--- src/rtl/ena_gen_nch.sv ---
// ena_gen_nch: base tick divider, NCH derived enable channels, selectable output.
// Ports: ckht/rst clock and async reset; run, clr, sw, mode, trig controls;
// ena_base, ena_ch, ena_sel pulses; busy = one-shot armed.
module ena_gen_nch #(
  parameter int BASE_DIV = 50000,
  parameter int NCH      = 4,
  parameter int SEL_W    = 2,
  parameter int DIV_W    = 16,
  parameter logic [NCH*DIV_W-1:0] DIV_LIST =
    {16'd10, 16'd20, 16'd50, 16'd1000}
) (
  input  logic             ckht,
  input  logic             rst,
  input  logic             run,
  input  logic             clr,
  input  logic [SEL_W-1:0] sw,
  input  logic             mode,
  input  logic             trig,
  output logic             ena_base,
  output logic [NCH-1:0]   ena_ch,
  output logic             ena_sel,
  output logic             busy
);

  localparam int CW = $clog2(BASE_DIV);
  localparam logic [CW-1:0] BLAST = CW'(BASE_DIV - 1);

  typedef enum logic {
    S_IDLE,
    S_ARMED
  } state_t;

  logic [CW-1:0]    r_bcnt;
  logic             r_ena_base;
  logic             w_tick;
  logic [NCH-1:0]   w_ch_raw;
  logic [NCH-1:0]   w_ena_ch;
  logic [SEL_W-1:0] r_sw_s1;
  logic [SEL_W-1:0] r_sw_s2;
  logic [SEL_W-1:0] r_sel;
  logic [31:0]      w_sel32;
  logic             w_selp;
  logic             w_armed;
  state_t           r_state;
  state_t           w_next;

  assign w_tick = run & (r_bcnt == BLAST);

  always_ff @(posedge ckht or posedge rst) begin
    if (rst) begin
      r_bcnt     <= '0;
      r_ena_base <= 1'b0;
    end else begin
      r_ena_base <= w_tick & ~clr;
      if (clr) begin
        r_bcnt <= '0;
      end else if (run) begin
        r_bcnt <= w_tick ? '0 : r_bcnt + CW'(1);
      end
    end
  end

  for (genvar k = 0; k < NCH; k++) begin : g_ch
    localparam logic [DIV_W-1:0] LAST =
      DIV_LIST[k*DIV_W +: DIV_W] - DIV_W'(1);

    logic [DIV_W-1:0] r_ccnt;
    logic             r_pulse;
    logic             w_last;

    assign w_last      = (r_ccnt == LAST);
    assign w_ch_raw[k] = r_pulse;

    always_ff @(posedge ckht or posedge rst) begin
      if (rst) begin
        r_ccnt  <= '0;
        r_pulse <= 1'b0;
      end else begin
        r_pulse <= w_tick & w_last & ~clr;
        if (clr) begin
          r_ccnt <= '0;
        end else if (w_tick) begin
          r_ccnt <= w_last ? '0 : r_ccnt + DIV_W'(1);
        end
      end
    end
  end

  // Pulses are registered off a run-qualified tick; the extra
  // gate keeps them low as soon as run drops mid-cycle.
  assign ena_base = r_ena_base & run;
  assign w_ena_ch = w_ch_raw & {NCH{run}};
  assign ena_ch   = w_ena_ch;

  always_ff @(posedge ckht or posedge rst) begin
    if (rst) begin
      r_sw_s1 <= '0;
      r_sw_s2 <= '0;
      r_sel   <= '0;
    end else begin
      r_sw_s1 <= sw;
      r_sw_s2 <= r_sw_s1;
      r_sel   <= r_sw_s2;
    end
  end

  // Compared at 32 bits so a select beyond NCH matches nothing.
  assign w_sel32 = 32'(r_sel);

  always_comb begin
    w_selp = 1'b0;
    for (int i = 0; i < NCH; i++) begin
      if (w_sel32 == 32'(i)) begin
        w_selp = w_ena_ch[i];
      end
    end
  end

  always_ff @(posedge ckht or posedge rst) begin
    if (rst) begin
      r_state <= S_IDLE;
    end else begin
      r_state <= w_next;
    end
  end

  always_comb begin
    w_next = r_state;
    if (!mode) begin
      w_next = S_IDLE;
    end else begin
      unique case (r_state)
        S_IDLE:  if (trig)   w_next = S_ARMED;
        S_ARMED: if (w_selp) w_next = S_IDLE;
      endcase
    end
  end

  assign w_armed = (r_state == S_ARMED);
  assign ena_sel = mode ? (w_armed & w_selp) : w_selp;
  assign busy    = w_armed & mode;

endmodule

--- config.mk ---
export PLATFORM = sky130hd
export DESIGN_NAME = ena_gen_nch
export DESIGN_NICKNAME = d
export VERILOG_FILES = /design/src/rtl/ena_gen_nch.sv
export SDC_FILE = /design/constraint.sdc
export NUM_CORES = 1
export LEC_CHECK = 0
export ABC_AREA = 1
export CAP_MARGIN = 10
export CELL_PAD_IN_SITES_DETAIL_PLACEMENT = 1
export CELL_PAD_IN_SITES_GLOBAL_PLACEMENT = 1
export CORE_ASPECT_RATIO = 0.9
export CORE_MARGIN = 3
export CORE_UTILIZATION = 29
export CTS_CLUSTER_DIAMETER = 100
export CTS_CLUSTER_SIZE = 25
export DETAILED_ROUTE_END_ITERATION = 12
export GPL_TIMING_DRIVEN = 0
export PLACE_DENSITY_LB_ADDON = 0.1
export SLEW_MARGIN = 10
export SYNTH_ARGS = -nofsm -noshare
export SYNTH_HDL_FRONTEND = slang
export SYNTH_SLANG_ARGS = --single-unit
--- constraint.sdc ---
create_clock -name ckht -period 2.44 [get_ports ckht]
set_input_delay 0.244 -clock ckht [delete_from_list [all_inputs] [get_ports ckht]]
set_output_delay 0.244 -clock ckht [all_outputs]
set_load 0.05 [all_outputs]
Word level (Yosys, flattened, before mapping):

Index checks and enable logic that the tools add are counted.
Widths: inputs -> output; s select.

* add/subtract/negate cells: 5
* $mul: 0
* div/mod/pow operators: 0
* $lt $le $gt $ge: 0
* equality and inequality tests: 8
* shifts and indexed selects: 0
* muxes and demuxes: 24
* bitwise operators: 16
* reductions and logical operators: 3

Operators by type and width (number)
* $mux 16: 15
* $add 16x1->16 const B: 5
* $logic_not 32->1: 1
* $eq 16x10->1 const B: 1
* $eq 16x16->1 const B: 1
* $eq 16x4->1 const B: 1
* $eq 16x5->1 const B: 1
* $eq 16x6->1 const B: 1
* $and 1x1->1: 13
* $mux 1: 8
* $and 4x4->4: 1
* $eq 2x2->1 const B: 2
* $reduce_bool 2->1: 2
* $eq 2x1->1 const B: 1
* $not 1->1: 2
* $pmux 1 s2: 1

* register bits after elaboration: 92
* latch bits: 0
* memory bits (writable): 0
* ROM bits: 0
* bits of input ports: 8
* output and inout bits: 7
* word-level logic and storage cells: 70
* memories: 0

Logic depth before layout (Yosys ltp):

* depth in word-level cells: 8
* gate-level depth with buffers: 11
* gate-level depth less buffers: 10

Worst setup path before layout:

Ideal clock, no wire load.

* kind: input to output
* start: input run
* end: output ena_sel
* arrival: 1.735 ns
* data required time: 2.196 ns
* slack: 0.461 ns
* stages on the path: 5
* path buffers: 1
* cell sequence: buf_4 nand2_1 inv_1 o21ai_0 a21oi_1

* word-level cells in the longest chain between the ends: 7

Ends and longest elaborated chain
* from (decl): line 14 `input logic run,`
* $and 4x4->4 *: line 92 `assign w_ena_ch = w_ch_raw & {NCH{run}};`
* net ena_ch[0]: line 20 `output logic [NCH-1:0] ena_ch,`
* $mux 1 * (4 in a row): line 113 `if (w_sel32 == 32'(i)) begin`
* $and 1x1->1: line 140 `assign ena_sel = mode ? (w_armed & w_selp) : w_selp;`
* $mux 1 *: line 140
* to (decl): line 21 `output logic ena_sel,`

Mark *: on every way through the listed nets, which the timed path passes. The rest lies on a longest branch.

Worst setup path in the final report:

* start: register r_sel[0]
* end: output ena_sel

* word-level cells in the longest chain between the ends: 7
* elaborated cells on any way between the ends: 10
* classes of those cells: eq/ne (3); mux (5); bitwise (1); reduce/logical (1)

Ends and longest elaborated chain
* from (decl): line 40 `logic [SEL_W-1:0] r_sel;`
* from (signal assigned): line 103 `r_sel <= r_sw_s2;`
* $logic_not 32->1: line 113
* $mux 1 (3 in a row): line 113
* $mux 1 *: line 113
* $and 1x1->1: line 140
* $mux 1 *: line 140

Every way passes the cells marked *; elsewhere a longest branch is shown, timed or not.

==> metrics.md <==
| Metric | Value |
|---|---|
| Place WS | `between 0.4 and 0.5 ns` |
| Most frequent cells in the layout | `nand2_1 (346), nor2_1 (113), inv_1 (93)` |
| Worst Tran Pin Value | `approximately 0.66 ns` |
| Met2 usage | `25.6%` |
| Post-synth cell types | `26` |
| Average size of a mapped cell | `~6.7 µm²` |
| Final #Nets | `870` |
| CP required | `2.20 ns` |
| PwrDens | `slightly below 500 nW/µm²` |
| Slew headroom | `roughly 56%` |
| Fill cell count | `2357` |
| Util after Layout | `34.0%` |
| All-Layer GR Usage | `between 10% and 20%` |
| Net Count, Synth | `844` |
| GP Congestion | `around 0.8` |
| Yosys reg bits | `between 90 and 100` |
| Synthesized instance count | `approximately 830` |
| Share of the synthesized area in the top cell type | `41.3%` |
| CTS buffer count | `9` |
| Antenna violations before repair | `0` |
| Area added between synthesis and finish | `13.8%` |
| Register area share after synthesis | `41.3%` |
| Max Cap Viol | `0` |
| Number of setup buffers added after CTS | `0` |
| Area contributors post-synth | `dfrtp_1 (41%), nand2_1 (23%), nor2_1 (7.6%), inv_1 (6.3%), nand3_1 (3.7%)` |
| Worst path bufs/invs | `1` |
| Area leader, netlist | `dfrtp_1` |
| Io pins | `15` |
| Status | `finished clean` |
| Critical Path Sink Type | `primary output` |
| CTS Hold Bufs | `0` |
| CP peak stage delay | `around 0.8 ns` |
| Port Buffers | `13` |
| Synthesized area | `about 5600 µm²` |
| Max FO, Critical Path | `4` |
| Diode count | `0` |
| Layout cells sized above 1 | `5.58%` |
| Skew-Pair Late Insertion Delay | `about 0.35 ns` |
| Final setup viols | `0` |
| Final WS setup | `around 0.20 ns` |
| Post-route DRC | `0` |
| Row Count | `between 40 and 50` |
| Hold crit path type | `input pin to register` |
| Die area | `between 20000 and 25000 µm²` |
| Starting Density | `29.9%` |
| Core ar. | `roughly 19000 µm²` |
| Vias in the first global route | `around 5200` |
| DR vias/cell | `4.63` |
| Most Crowded Layer GR | `met2` |
| P_leak | `between 3 and 4 nW` |
| Max Buffers Root-to-Sink | `2` |
| ANT nets after route | `0` |
| DR iter-0 viols | `147` |
| 1st-pass router iterations | `4` |
| CP cell instances | `a21oi_1 > o21ai_0 > a21oi_1 > clkdlybuf4s50_1` |
| WP data arrival | `2.00 ns` |
| Crit path top cell by count | `a21oi_1` |
| CTS root buf | `clkbuf_16` |
| Met1 usage | `about a fifth` |
| Final Hold Viols | `0` |
| Placed Area | `a little over 6000 µm²` |
| Clk sinks | `92` |
| Post-CTS sizing | `0` |
| Largest net degree at the start of global routing | `37` |
| Crit-path slowest cell | `clkdlybuf4s50_1` |
| Fin crit share | `91.8%` |
| Design area | `about 6300 µm²` |
| Worst Skew | `0.0106 ns` |
| RSZ-0062 raised after global routing | `no` |
| Peak supply drop | `approximately 0.00031 V` |
| Most common cell after layout, fill and taps aside | `nand2_1` |
| GRT overflow | `0` |
| CP Class | `register to primary output` |
| H-tree depth | `3` |
| First-pass GRT wire length | `roughly 26000 µm` |
| Tmin final | `about 2.2 ns` |
| Final Slew Violations | `0` |
| DR vias | `5120` |
| Post-DP HPWL | `11500 µm` |
| Setup crit start kind | `register` |
| Die X-Extent | `152 µm` |
| Fmax | `roughly 450 MHz` |
| YS warnings | `0` |
| Worst hold slack | `0.225 ns` |
| Wirelength, routed | `15200 µm` |
| Clk slew on worst S/H paths | `0.07 ns` |
| CP top delay family | `buffers and inverters` |
| Die Y | `about 140 µm` |
| DR WL/cell | `13.8 µm` |
| Final Power | `between 3 and 4 mW` |
| Global routing usage on met3 | `around 3.3%` |
| TritonCTS clock tree | `built` |
==> kinds of logic (layout without fill, tap and decap cells) <==
family                     Yosys count  count (layout)  synth area share (%)
and+or+nand+nor                    566             566                  42.3
buffers and inverters              109             140                  7.90
DFF                                 92              92                  41.3
AOI/OAI and AO/OA                   28              28                  2.74
xor gates and xnor gates            27              27                  4.24
adders and majority gates            7               7                  1.57
==> registers in the layout (all words and copies together), names as in the netlist <==
signal        count
r_sw_s2           2
g_ch.r_pulse      4
g_ch.r_ccnt      64
r_sel             2
r_ena_base        1
r_state           1
r_bcnt           16
r_sw_s1           2
==> stage by stage <==
stage	std cells	setup TNS, ns
floorplan	829	0
global placement	1087	-0.980
detailed placement	1089	0
CTS	1105	0
global route	1105	0
finish	1105	0
==> worst paths after layout <==
check	start	end	slack, ns	depth (start not counted)
max	r_sel[0]	ena_sel	0.20	4
min	run	r_bcnt[0]	0.22	3
max reg2reg	r_bcnt[0]	g_ch[2].r_ccnt[9]	0.49	11
min reg2reg	r_sw_s1[1]	r_sw_s2[1]	0.35	0
max in group asynchronous	rst	g_ch[1].r_ccnt[12]	1.26	4
min in group asynchronous	rst	g_ch[2].r_ccnt[10]	0.33	2
==> layer usage <==
| layer | vias up | share of wire [%] |
|---|---|---|
| li1 | 2607 | - |
| met1 | 2481 | 51 |
| met2 | 26 | 46 |
| met3 | 6 | 2.2 |
| met4 | 0 | 0.69 |
| met5 | - | 0 |
==> cell usage after synthesis, drive strengths merged <==
master / count
o21bai: 4
nor2: 124
nand4: 27
ha: 7
nor3b: 1
nand2: 349
o21ai: 16
o211ai: 1
dfrtp: 92
a21oi: 7
inv: 97
nand3b: 4
xor2: 14
nand3: 42
buf: 11
nor3: 18
or2: 1
clkbuf: 1
xnor2: 13
==> tightest hold or removal path: cells and delay by family <==
kind	cells	cell delay (ns)
buf+inv	1	0.16
simple gates	2	0.14
==> power by group <==
part / internal, mW / switching, mW / total [mW]
Sequential: 1.53 / 0.00646 / 1.54
Combinational: 0.0331 / 0.0883 / 0.121
Clock: 0.754 / 0.644 / 1.40
Total: 2.32 / 0.738 / 3.06
==> final cells by class <==
type / instances / area (µm²) / area share, %
sequential: 92 / 2300 / 36.3
buffer: 12 / 76.3 / 1.20
inverter: 97 / 368 / 5.80
multi-input combinational: 628 / 2830 / 44.6
tap: 245 / 307 / 4.83
timing repair buffer: 15 / 170 / 2.68
clock buffer: 12 / 256 / 4.04
clock inverter: 4 / 32.5 / 0.513
Note: power is estimated with default switching activity, not from simulation.
